## src/rtl/cam_dvp_tx_if.sv

```systemverilog
// Bus between cam_dvp_tx and its consumer: frame control, the DVP byte stream and,
// with CAM_DVP_TX_EXT_PIX_EN defined, the external pixel read port.
interface cam_dvp_tx_if
`ifdef CAM_DVP_TX_EXT_PIX_EN
  #(parameter int ADDR_W = 17)
`endif
  ;
  logic       i_start;
  logic       i_cont;
  logic       o_cam_vsync;
  logic       o_cam_hsync;
  logic [7:0] o_cam_data;
  logic       o_frame_done;
  logic       o_busy;
`ifdef CAM_DVP_TX_EXT_PIX_EN
  logic              o_px_rd_en;
  logic [ADDR_W-1:0] o_px_addr;
  logic [15:0]       i_px_data;

  modport master (input  i_start, i_cont, i_px_data,
                  output o_cam_vsync, o_cam_hsync, o_cam_data, o_frame_done, o_busy,
                         o_px_rd_en, o_px_addr);
  modport slave  (output i_start, i_cont, i_px_data,
                  input  o_cam_vsync, o_cam_hsync, o_cam_data, o_frame_done, o_busy,
                         o_px_rd_en, o_px_addr);
`else
  modport master (input  i_start, i_cont,
                  output o_cam_vsync, o_cam_hsync, o_cam_data, o_frame_done, o_busy);
  modport slave  (output i_start, i_cont,
                  input  o_cam_vsync, o_cam_hsync, o_cam_data, o_frame_done, o_busy);
`endif
endinterface

```

## src/rtl/cam_dvp_tx.sv

```systemverilog
// DVP camera-style frame generator emitting RGB565 bytes (high byte first).
// CAM_DVP_TX_EXT_PIX_EN: pixels read from an external port instead of the colour-bar pattern.
module cam_dvp_tx #(
  parameter int H_ACT   = 480,
  parameter int V_ACT   = 272,
  parameter int H_BLANK = 64,
  parameter int V_SYNC  = 16,
  parameter int V_BP    = 32,
  parameter int V_FP    = 32,
  parameter int ADDR_W  = 17
) (
  input logic          i_clk,
  input logic          i_rst,
  cam_dvp_tx_if.master bus
);

  localparam int BAR_W   = H_ACT / 8;
  localparam int X_W     = (H_ACT > 1) ? $clog2(H_ACT) : 1;
  localparam int LINE_W  = (V_ACT > 1) ? $clog2(V_ACT) : 1;
  localparam int BARC_W  = (BAR_W > 1) ? $clog2(BAR_W) : 1;
  localparam int MAX_A   = (V_SYNC > V_BP) ? V_SYNC : V_BP;
  localparam int MAX_B   = (H_BLANK > V_FP) ? H_BLANK : V_FP;
  localparam int CNT_MAX = (MAX_A > MAX_B) ? MAX_A : MAX_B;
  localparam int CNT_W   = (CNT_MAX > 1) ? $clog2(CNT_MAX) : 1;

  if ((H_ACT < 8) || (H_ACT % 8 != 0)) begin : g_bad_h_act
    $error("cam_dvp_tx: H_ACT must be a nonzero multiple of 8");
  end
  if (longint'(H_ACT) * longint'(V_ACT) > (longint'(1) << ADDR_W)) begin : g_bad_addr_w
    $error("cam_dvp_tx: ADDR_W too narrow for one frame of pixels");
  end

  typedef enum logic [2:0] {IDLE, VSYNC, VBP, ACTIVE, HBLANK, VFP} state_t;

  state_t              state;
  logic [CNT_W-1:0]    cnt;
  logic [X_W-1:0]      x;
  logic [LINE_W-1:0]   line;
  logic [2:0]          bar;
  logic [BARC_W-1:0]   bar_cnt;
  logic                phase;
`ifdef CAM_DVP_TX_EXT_PIX_EN
  logic [ADDR_W-1:0]   addr;
`endif

  // Frame sequencer; bar index advances from a width counter so no divider is needed.
  always_ff @(posedge i_clk or posedge i_rst) begin
    if (i_rst) begin
      state   <= IDLE;
      cnt     <= '0;
      x       <= '0;
      line    <= '0;
      bar     <= '0;
      bar_cnt <= '0;
      phase   <= 1'b0;
`ifdef CAM_DVP_TX_EXT_PIX_EN
      addr    <= '0;
`endif
    end else begin
      case (state)
        IDLE: begin
          cnt <= '0;
          if (bus.i_start) state <= VSYNC;
        end
        VSYNC: begin
`ifdef CAM_DVP_TX_EXT_PIX_EN
          addr <= '0;
`endif
          if (cnt == CNT_W'(V_SYNC - 1)) begin
            state <= VBP;
            cnt   <= '0;
          end else begin
            cnt <= cnt + 1'b1;
          end
        end
        VBP: begin
          if (cnt == CNT_W'(V_BP - 1)) begin
            state   <= ACTIVE;
            cnt     <= '0;
            line    <= '0;
            x       <= '0;
            bar     <= '0;
            bar_cnt <= '0;
            phase   <= 1'b0;
          end else begin
            cnt <= cnt + 1'b1;
          end
        end
        ACTIVE: begin
          phase <= ~phase;
          if (phase) begin
`ifdef CAM_DVP_TX_EXT_PIX_EN
            addr <= addr + 1'b1;
`endif
            if (x == X_W'(H_ACT - 1)) begin
              state <= HBLANK;
              cnt   <= '0;
            end else begin
              x <= x + 1'b1;
              if (bar_cnt == BARC_W'(BAR_W - 1)) begin
                bar_cnt <= '0;
                bar     <= bar + 1'b1;
              end else begin
                bar_cnt <= bar_cnt + 1'b1;
              end
            end
          end
        end
        HBLANK: begin
          if (cnt == CNT_W'(H_BLANK - 1)) begin
            cnt <= '0;
            if (line == LINE_W'(V_ACT - 1)) begin
              state <= VFP;
            end else begin
              state   <= ACTIVE;
              line    <= line + 1'b1;
              x       <= '0;
              bar     <= '0;
              bar_cnt <= '0;
              phase   <= 1'b0;
            end
          end else begin
            cnt <= cnt + 1'b1;
          end
        end
        VFP: begin
          if (cnt == CNT_W'(V_FP - 1)) begin
            cnt   <= '0;
            state <= bus.i_cont ? VSYNC : IDLE;
          end else begin
            cnt <= cnt + 1'b1;
          end
        end
        default: state <= IDLE;
      endcase
    end
  end

  logic s0_hs, s0_vs, s0_done, s0_busy;
  assign s0_hs   = (state == ACTIVE);
  assign s0_vs   = (state == VSYNC);
  assign s0_done = (state == VFP) && (cnt == CNT_W'(V_FP - 1));
  assign s0_busy = (state != IDLE);

  logic vs_p1, hs_p1, ph_p1, done_p1, busy_p1;
  logic vs_p2, hs_p2, ph_p2, done_p2, busy_p2;
`ifdef CAM_DVP_TX_EXT_PIX_EN
  logic [7:0] px_low;
`else
  logic [15:0] col_s0, col_p1, col_p2;

  always_comb begin
    col_s0 = 16'h0000;
    case (bar)
      3'd0: col_s0 = 16'hFFFF;
      3'd1: col_s0 = 16'hFFE0;
      3'd2: col_s0 = 16'h07FF;
      3'd3: col_s0 = 16'h07E0;
      3'd4: col_s0 = 16'hF81F;
      3'd5: col_s0 = 16'hF800;
      3'd6: col_s0 = 16'h001F;
      default: col_s0 = 16'h0000;
    endcase
  end
`endif

  // Two-stage delay lets a read issued at stage 1 return in time, so bytes and syncs leave together.
  always_ff @(posedge i_clk or posedge i_rst) begin
    if (i_rst) begin
      {vs_p1, hs_p1, ph_p1, done_p1, busy_p1} <= '0;
      {vs_p2, hs_p2, ph_p2, done_p2, busy_p2} <= '0;
      bus.o_cam_vsync  <= 1'b0;
      bus.o_cam_hsync  <= 1'b0;
      bus.o_cam_data   <= 8'h00;
      bus.o_frame_done <= 1'b0;
      bus.o_busy       <= 1'b0;
`ifdef CAM_DVP_TX_EXT_PIX_EN
      px_low         <= 8'h00;
      bus.o_px_rd_en <= 1'b0;
      bus.o_px_addr  <= '0;
`else
      col_p1 <= 16'h0000;
      col_p2 <= 16'h0000;
`endif
    end else begin
      {vs_p1, hs_p1, ph_p1, done_p1, busy_p1} <= {s0_vs, s0_hs, phase & s0_hs, s0_done, s0_busy};
      {vs_p2, hs_p2, ph_p2, done_p2, busy_p2} <= {vs_p1, hs_p1, ph_p1, done_p1, busy_p1};
      bus.o_cam_vsync  <= vs_p2;
      bus.o_cam_hsync  <= hs_p2;
      bus.o_frame_done <= done_p2;
      bus.o_busy       <= busy_p2;
`ifdef CAM_DVP_TX_EXT_PIX_EN
      bus.o_px_rd_en <= s0_hs & ~phase;
      bus.o_px_addr  <= addr;
      if (hs_p2 && !ph_p2) begin
        bus.o_cam_data <= bus.i_px_data[15:8];
        px_low         <= bus.i_px_data[7:0];
      end else if (hs_p2) begin
        bus.o_cam_data <= px_low;
      end else begin
        bus.o_cam_data <= 8'h00;
      end
`else
      col_p1 <= col_s0;
      col_p2 <= col_p1;
      if (!hs_p2)     bus.o_cam_data <= 8'h00;
      else if (ph_p2) bus.o_cam_data <= col_p2[7:0];
      else            bus.o_cam_data <= col_p2[15:8];
`endif
    end
  end

endmodule

```

## src/flat_wrapper.sv

```systemverilog
// flat-port wrapper written by rule: the top's interface ports become plain ports
module cam_dvp_tx_flat 
#(
  parameter int H_ACT   = 480,
  parameter int V_ACT   = 272,
  parameter int H_BLANK = 64,
  parameter int V_SYNC  = 16,
  parameter int V_BP    = 32,
  parameter int V_FP    = 32,
  parameter int ADDR_W  = 17
)
  (i_clk, i_rst, bus_i_start, bus_i_cont, bus_o_cam_vsync, bus_o_cam_hsync, bus_o_cam_data, bus_o_frame_done, bus_o_busy);
  cam_dvp_tx_if bus_i ();
  input logic i_clk;
  input logic i_rst;
  input wire logic [$bits(bus_i.i_start)-1:0] bus_i_start;
  input wire logic [$bits(bus_i.i_cont)-1:0] bus_i_cont;
  output wire logic [$bits(bus_i.o_cam_vsync)-1:0] bus_o_cam_vsync;
  output wire logic [$bits(bus_i.o_cam_hsync)-1:0] bus_o_cam_hsync;
  output wire logic [$bits(bus_i.o_cam_data)-1:0] bus_o_cam_data;
  output wire logic [$bits(bus_i.o_frame_done)-1:0] bus_o_frame_done;
  output wire logic [$bits(bus_i.o_busy)-1:0] bus_o_busy;
  assign bus_i.i_start = bus_i_start;
  assign bus_i.i_cont = bus_i_cont;
  assign bus_o_cam_vsync = bus_i.o_cam_vsync;
  assign bus_o_cam_hsync = bus_i.o_cam_hsync;
  assign bus_o_cam_data = bus_i.o_cam_data;
  assign bus_o_frame_done = bus_i.o_frame_done;
  assign bus_o_busy = bus_i.o_busy;
  cam_dvp_tx #(.H_ACT(H_ACT), .V_ACT(V_ACT), .H_BLANK(H_BLANK), .V_SYNC(V_SYNC), .V_BP(V_BP), .V_FP(V_FP), .ADDR_W(ADDR_W)) u_core (.i_clk(i_clk), .i_rst(i_rst), .bus(bus_i));
endmodule
```

## config.mk

```make
export PLATFORM = sky130hd
export DESIGN_NAME = cam_dvp_tx_flat
export DESIGN_NICKNAME = d
export VERILOG_FILES = /design/src/rtl/cam_dvp_tx_if.sv /design/src/rtl/cam_dvp_tx.sv /design/src/flat_wrapper.sv
export SDC_FILE = /design/constraint.sdc
export NUM_CORES = 1
export LEC_CHECK = 0
export ABC_AREA = 0
export CAP_MARGIN = 20
export CORE_MARGIN = 2
export CORE_UTILIZATION = 25
export CTS_BUF_LIST = sky130_fd_sc_hd__clkbuf_4 sky130_fd_sc_hd__clkbuf_8 sky130_fd_sc_hd__clkbuf_16
export DETAILED_ROUTE_END_ITERATION = 12
export GPL_ROUTABILITY_DRIVEN = 1
export GPL_TIMING_DRIVEN = 0
export HOLD_SLACK_MARGIN = 0.03
export SETUP_SLACK_MARGIN = 0.5
export SLEW_MARGIN = 20
export SYNTH_ARGS = -nofsm -noshare
export SYNTH_HDL_FRONTEND = slang
export SYNTH_SLANG_ARGS = --single-unit
```

## constraint.sdc

```tcl
create_clock -name i_clk -period 2.3 [get_ports i_clk]
set_input_delay 0.46 -clock i_clk [delete_from_list [all_inputs] [get_ports i_clk]]
set_output_delay 0.46 -clock i_clk [all_outputs]
set_load 0.005 [all_outputs]
```

# Word-level counts from Yosys, hierarchy flattened

Cells that the tools add are included.

Register bits after elaboration: 91
Input bits: 4
Output and inout port bits: 12
Logic and storage cells: 118

$add $sub $neg: 5
Equality and inequality tests: 27
Multiplexer cells: 46
Bitwise logic cells: 2
Reduce and logical (&&, ||, !) cells: 14

Operators by type and width:

| kind                | number |
|---|---|
| $pmux 16 s7         | 1 |
| $mux 6              | 11 |
| $mux 9              | 7 |
| $mux 3              | 14 |
| $pmux 6 s5          | 1 |
| $pmux 9 s3          | 1 |
| $add 9x1->9 const B | 2 |
| $eq 9x9->1 const B  | 2 |
| $pmux 3 s6          | 1 |
| $pmux 6 s3          | 1 |
| $pmux 9 s2          | 1 |
| $mux 8              | 2 |
| $eq 3x3->1 const B  | 5 |
| $reduce_and 7->1    | 2 |
| $add 6x1->6 const B | 2 |
| $eq 3x2->1 const B  | 4 |
| $eq 6x6->1 const B  | 2 |
| $ne 2x2->1 const B  | 6 |
| $pmux 3 s3          | 1 |
| $ne 2x1->1 const B  | 4 |
| $reduce_and 4->1    | 2 |
| $eq 3x1->1 const B  | 2 |
| $eq 6x4->1 const B  | 1 |
| $eq 6x5->1 const B  | 1 |
| other kinds (13)    | 18 |

# Logic depth before layout (Yosys ltp)

Depth after elaboration: 5
Depth in mapped cells: 8
Gate-level depth less buffers: 7

# Worst setup path before layout

No wires, ideal clock.

Kind: reg2reg
Start: reg u_core.x[0]
End: reg u_core.x[5]
Library setup time: 0.079 ns
Data arrival time: 2.087 ns
Data required time: 2.221 ns
Setup slack: 0.133 ns
Stages on the path, launching flop included: 8
Path buffers: 1
Clock period less this slack: 2.167 ns
Path through: dfrtp_1 ha_1 nand4_1 o21ai_0 a2111o_1 buf_6 or4_1 a21oi_1

Word-level cells in the longest chain between the ends: 4
Elaborated cells on any way between the ends: 7
Classes of those cells: add/sub (1); eq/ne (2); mux (3); reduce/logical (1)

Ends and longest elaborated chain:

| element                  | line             | RTL |
|---|---|---|
| start: declaration       | cam_dvp_tx.sv:37 | `logic [X_W-1:0] x;` |
| start signal: assignment | cam_dvp_tx.sv:99 | `x <= x + 1'b1;` |
| $add 9x1->9              | cam_dvp_tx.sv:99 |  |
| $mux 9                   | cam_dvp_tx.sv:95 | `if (x == X_W'(H_ACT - 1)) begin` |
| $mux 9                   | cam_dvp_tx.sv:91 | `if (phase) begin` |
| $pmux 9 s3               | cam_dvp_tx.sv:60 | `case (state)` |

Parallel ways exist; a longest one is shown, timed or not. The select of a mux whose other input is x is not followed.
A chain may end at the register's enable or synchronous reset.

# Final worst setup path

Start: reg u_core.cnt[0]
End: reg u_core.x[5]

Word-level cells in the longest chain between the ends: 3
Elaborated cells on any way between the ends: 5
Classes of those cells: eq/ne (4); reduce/logical (1)

Ends and longest elaborated chain:

| element                                  | line                                | RTL |
|---|---|---|
| start: declaration                       | cam_dvp_tx.sv:36                    | `logic [CNT_W-1:0] cnt;` |
| start signal: assignment                 | cam_dvp_tx.sv:73                    | `cnt <= cnt + 1'b1;` |
| start signal: assignment                 | cam_dvp_tx.sv:86                    | `cnt <= cnt + 1'b1;` |
| start signal: assignment                 | cam_dvp_tx.sv:123                   | `cnt <= cnt + 1'b1;` |
| $eq 6x6->1 or $eq 6x5->1 (tied branches) | cam_dvp_tx.sv:110, cam_dvp_tx.sv:77 |  |
| $ne 2x1->1 (no line)                     | -                                   |  |
| $reduce_and 6->1 (no line) (*)           | -                                   |  |

Mark *: on every way between the ends. The rest lies on a longest branch, timed or not.

==> flow_summary.json <==
{
  "syn_area_mm2": 0.00287,
  "setup_viol": 0,
  "drc": 0,
  "crit_cells": 7,
  "finalClockSkew_ns": 0.00671,
  "antenna_found_initial": 0,
  "hold_viol": 0,
  "rows": 39,
  "slowest_stage": "or4_4",
  "ir_worst_vdd_uv": 406,
  "crit_path_start_kind": "register",
  "crit_path_max_incr_delay_ns": 0.47,
  "io_pins": 16,
  "worst_pin_slew_ns": 0.695,
  "synth_most_common_cell": "dfrtp_1",
  "status": "complete, no violations",
  "overflow": 0,
  "path_delay_family": "compound AO/OA/AOI/OAI gates",
  "io_buffers": 15,
  "crit_path_end_kind": "register",
  "path_max_fanout": 6,
  "path_buf_inv": 1,
  "cts_buffers": 9,
  "dr.pass1.iters": 4,
  "wire_per_inst_um": 13.5,
  "post_synth_most_frequent_cells": "60 x dfrtp_1, 29 x o21ai_0, 27 x nand2_1, 20 x nand3_1, 19 x a21oi_1",
  "floorplan.initialDensity": 0.253,
  "htreeDepth": 3,
  "coreArea_mm2": 0.0113,
  "power_density_mw_per_mm2": 633,
  "relSlewSlack": 0.536,
  "hpwl_um": 3930,
  "cts_root_buf": "clkbuf_16",
  "crit_required_ns": 2.55,
  "avgSynthCellArea_um2": 9.95,
  "ys.flop_type": "dfrtp_1",
  "fin_crit_sh": 0.931,
  "yosysTopAreaCellShare": 0.524,
  "cp.arrival_ns": 2.40,
  "ys_ff_latch": 60,
  "hold_depth": 0,
  "ys_async_sr_fraction": 1.00,
  "max_cap_viol_count": 0,
  "hold_ws_ns": 0.346,
  "grt_pass1_wl_um": 11200,
  "synth_cell_type_count": 47,
  "grt_pass1_vias": 2368,
  "hold_class": "reg2reg",
  "final_cells": 492,
  "period_needed_ns": 2.14,
  "num_vias": 2387,
  "rsz0062_at_grt": "yes",
  "drt_iter0_markers": 106,
  "crit_type": "reg2reg",
  "drt-total-wl_um": 6660,
  "ys_warn_count": 0,
  "synth_enable_flop_cells": 0,
  "grt_max_degree": 32,
  "area_growth_pct": 45.2,
  "synth.area.top_cells": "dfrtp_1 52%, o21ai_0 5.1%, ha_1 3.9%",
  "viasPerCell": 4.85,
  "clk_latency_ns": 0.32,
  "die_h_um": 111,
  "r2r_cells": 7,
  "cts.path.max_buffers": 2,
  "nFillCells": 1129,
  "slew_viol_final": 0,
  "antenna_left": 0,
  "cts_tree": "done",
  "synth_cells": 288,
  "syn_nets": 301,
  "cts_sinks": 60,
  "fmax_ghz": 0.467,
  "clk_pin_slew_ns": 0.05,
  "antenna_cells": 0,
  "synth_top_area_cell": "dfrtp_1",
  "synth.yosys.seq_area_share": 0.524,
  "gr-usage-all-layers": 0.111,
  "die_x_um": 111,
  "die-area_mm2": 0.0123,
  "drive_gt1_frac": 0.330,
  "p_leak_nw": 1.68,
  "gp_congestion": 0.795,
  "dp_cells": 447,
  "cp_cell_sequence": "ha_4 > nand4_1 > o21a_2 > a2111o_1 > buf_6 > or4_4 > a21oi_2",
  "final_nets": 357
}
cells in the final DEF (no fill, tap or decap), types with 3 or more instances in the layout:
master | Yosys | final
o31ai_2 | 0 | 4
o21ai_2 | 0 | 4
nor2_1 | 15 | 14
o21ai_0 | 29 | 9
inv_1 | 9 | 8
clkbuf_4 | 0 | 3
buf_6 | 1 | 10
buf_4 | 6 | 27
or4_1 | 10 | 7
or4_4 | 0 | 3
nand3_1 | 20 | 20
bufinv_16 | 0 | 3
clkdlybuf4s50_1 | 0 | 15
nand2b_1 | 3 | 3
clkbuf_16 | 0 | 9
o31ai_1 | 11 | 6
dfrtp_1 | 60 | 59
o21ai_1 | 0 | 14
nand2_1 | 27 | 24
or3_1 | 10 | 8
and3_1 | 5 | 5
a21oi_2 | 0 | 9
nand4_1 | 5 | 5
ha_1 | 9 | 6
a21oi_1 | 19 | 10
a21boi_0 | 4 | 4
power breakdown:
group	internal, mW	switching, mW	leakage (nW)
clock network	1.07	0.478	0.170
registers	1.06	0	0.772
logic	0.00846	0.0226	0.737
total	2.14	0.500	1.68
repair_timing:
action                                  CTS  global route
endpoints found under the hold margin     0             0
gates resized for setup                  46            27
pin swaps                                24            15
hold buffers                              0             0
buffers inserted                         25             4
endpoints found under the setup margin   35            37
gates cloned                              0             0
cell families after synthesis:
| family | after synthesis | share of synthesized area |
|---|---|---|
| simple gates | 112 | 0.215 |
| compound gates | 77 | 0.162 |
| flops | 60 | 0.524 |
| buf+inv | 26 | 0.0463 |
| fa+ha+maj | 9 | 0.0393 |
| mux | 3 | 0.0109 |
| xor+xnor | 1 | 0.00306 |
final timing paths:
check	from	to	slack [ns]
worst min register to register	u_core.ph_p1$_DFF_PP0_	u_core.ph_p2$_DFF_PP0_	0.35
worst max-delay path	u_core.cnt[0]$_DFFE_PP0P_	u_core.x[5]$_DFFE_PP0P_	0.16
min in group asynchronous	i_rst	u_core.bus.o_cam_hsync$_DFF_PP0_	0.59
worst min-delay path	u_core.ph_p1$_DFF_PP0_	u_core.ph_p2$_DFF_PP0_	0.35
worst max register to register	u_core.cnt[0]$_DFFE_PP0P_	u_core.x[5]$_DFFE_PP0P_	0.16
max in group asynchronous	i_rst	u_core.x[7]$_DFFE_PP0P_	1.14
layer usage:
layer | track usage | part of all wire
met5 | 0 | 0
met4 | 0.0412 | 0.014
met3 | 0.0295 | 0.040
met2 | 0.183 | 0.50
met1 | 0.140 | 0.44
final cells by class:
class / instances / area, um2 / area share
Inverter: 11 / 45.0 / 0.0108
Timing Repair Buffer: 45 / 427 / 0.102
Buffer: 15 / 131 / 0.0316
Sequential cell: 60 / 1500 / 0.361
Tap cell: 143 / 179 / 0.0430
Multi-Input combinational cell: 202 / 1530 / 0.368
Clock inverter: 6 / 113 / 0.0271
Clock buffer: 10 / 233 / 0.0559
metrics by stage:
stage / TNS (ns) / area (um2) / total power, mW / utilization / setup slack, ns
3_3_place_gp: -0.574 / 3270 / 1.10 / 0.288 / -0.199
3_5_place_dp: -0.694 / 3290 / 1.11 / 0.290 / -0.187
5_1_grt: 0 / 4160 / 2.72 / 0.368 / 0.0904
6_report: 0 / 4160 / 2.64 / 0.368 / 0.158
2_1_floorplan: 0 / 2940 / 1.09 / - / 0.193
4_1_cts: 0 / 4010 / 2.68 / 0.354 / 0.160
flip-flops by register name, summed over array words and instances (netlist names), 3 cells and up:
register / count
u_core.col_p2: 3
u_core.cnt: 6
u_core.col_p1: 3
u_core.state: 3
u_core.bar_cnt: 6
u_core.bar: 3
u_core.x: 9
u_core.bus.o_cam_data: 3
u_core.line: 9
(Power assumes the default switching activity.)
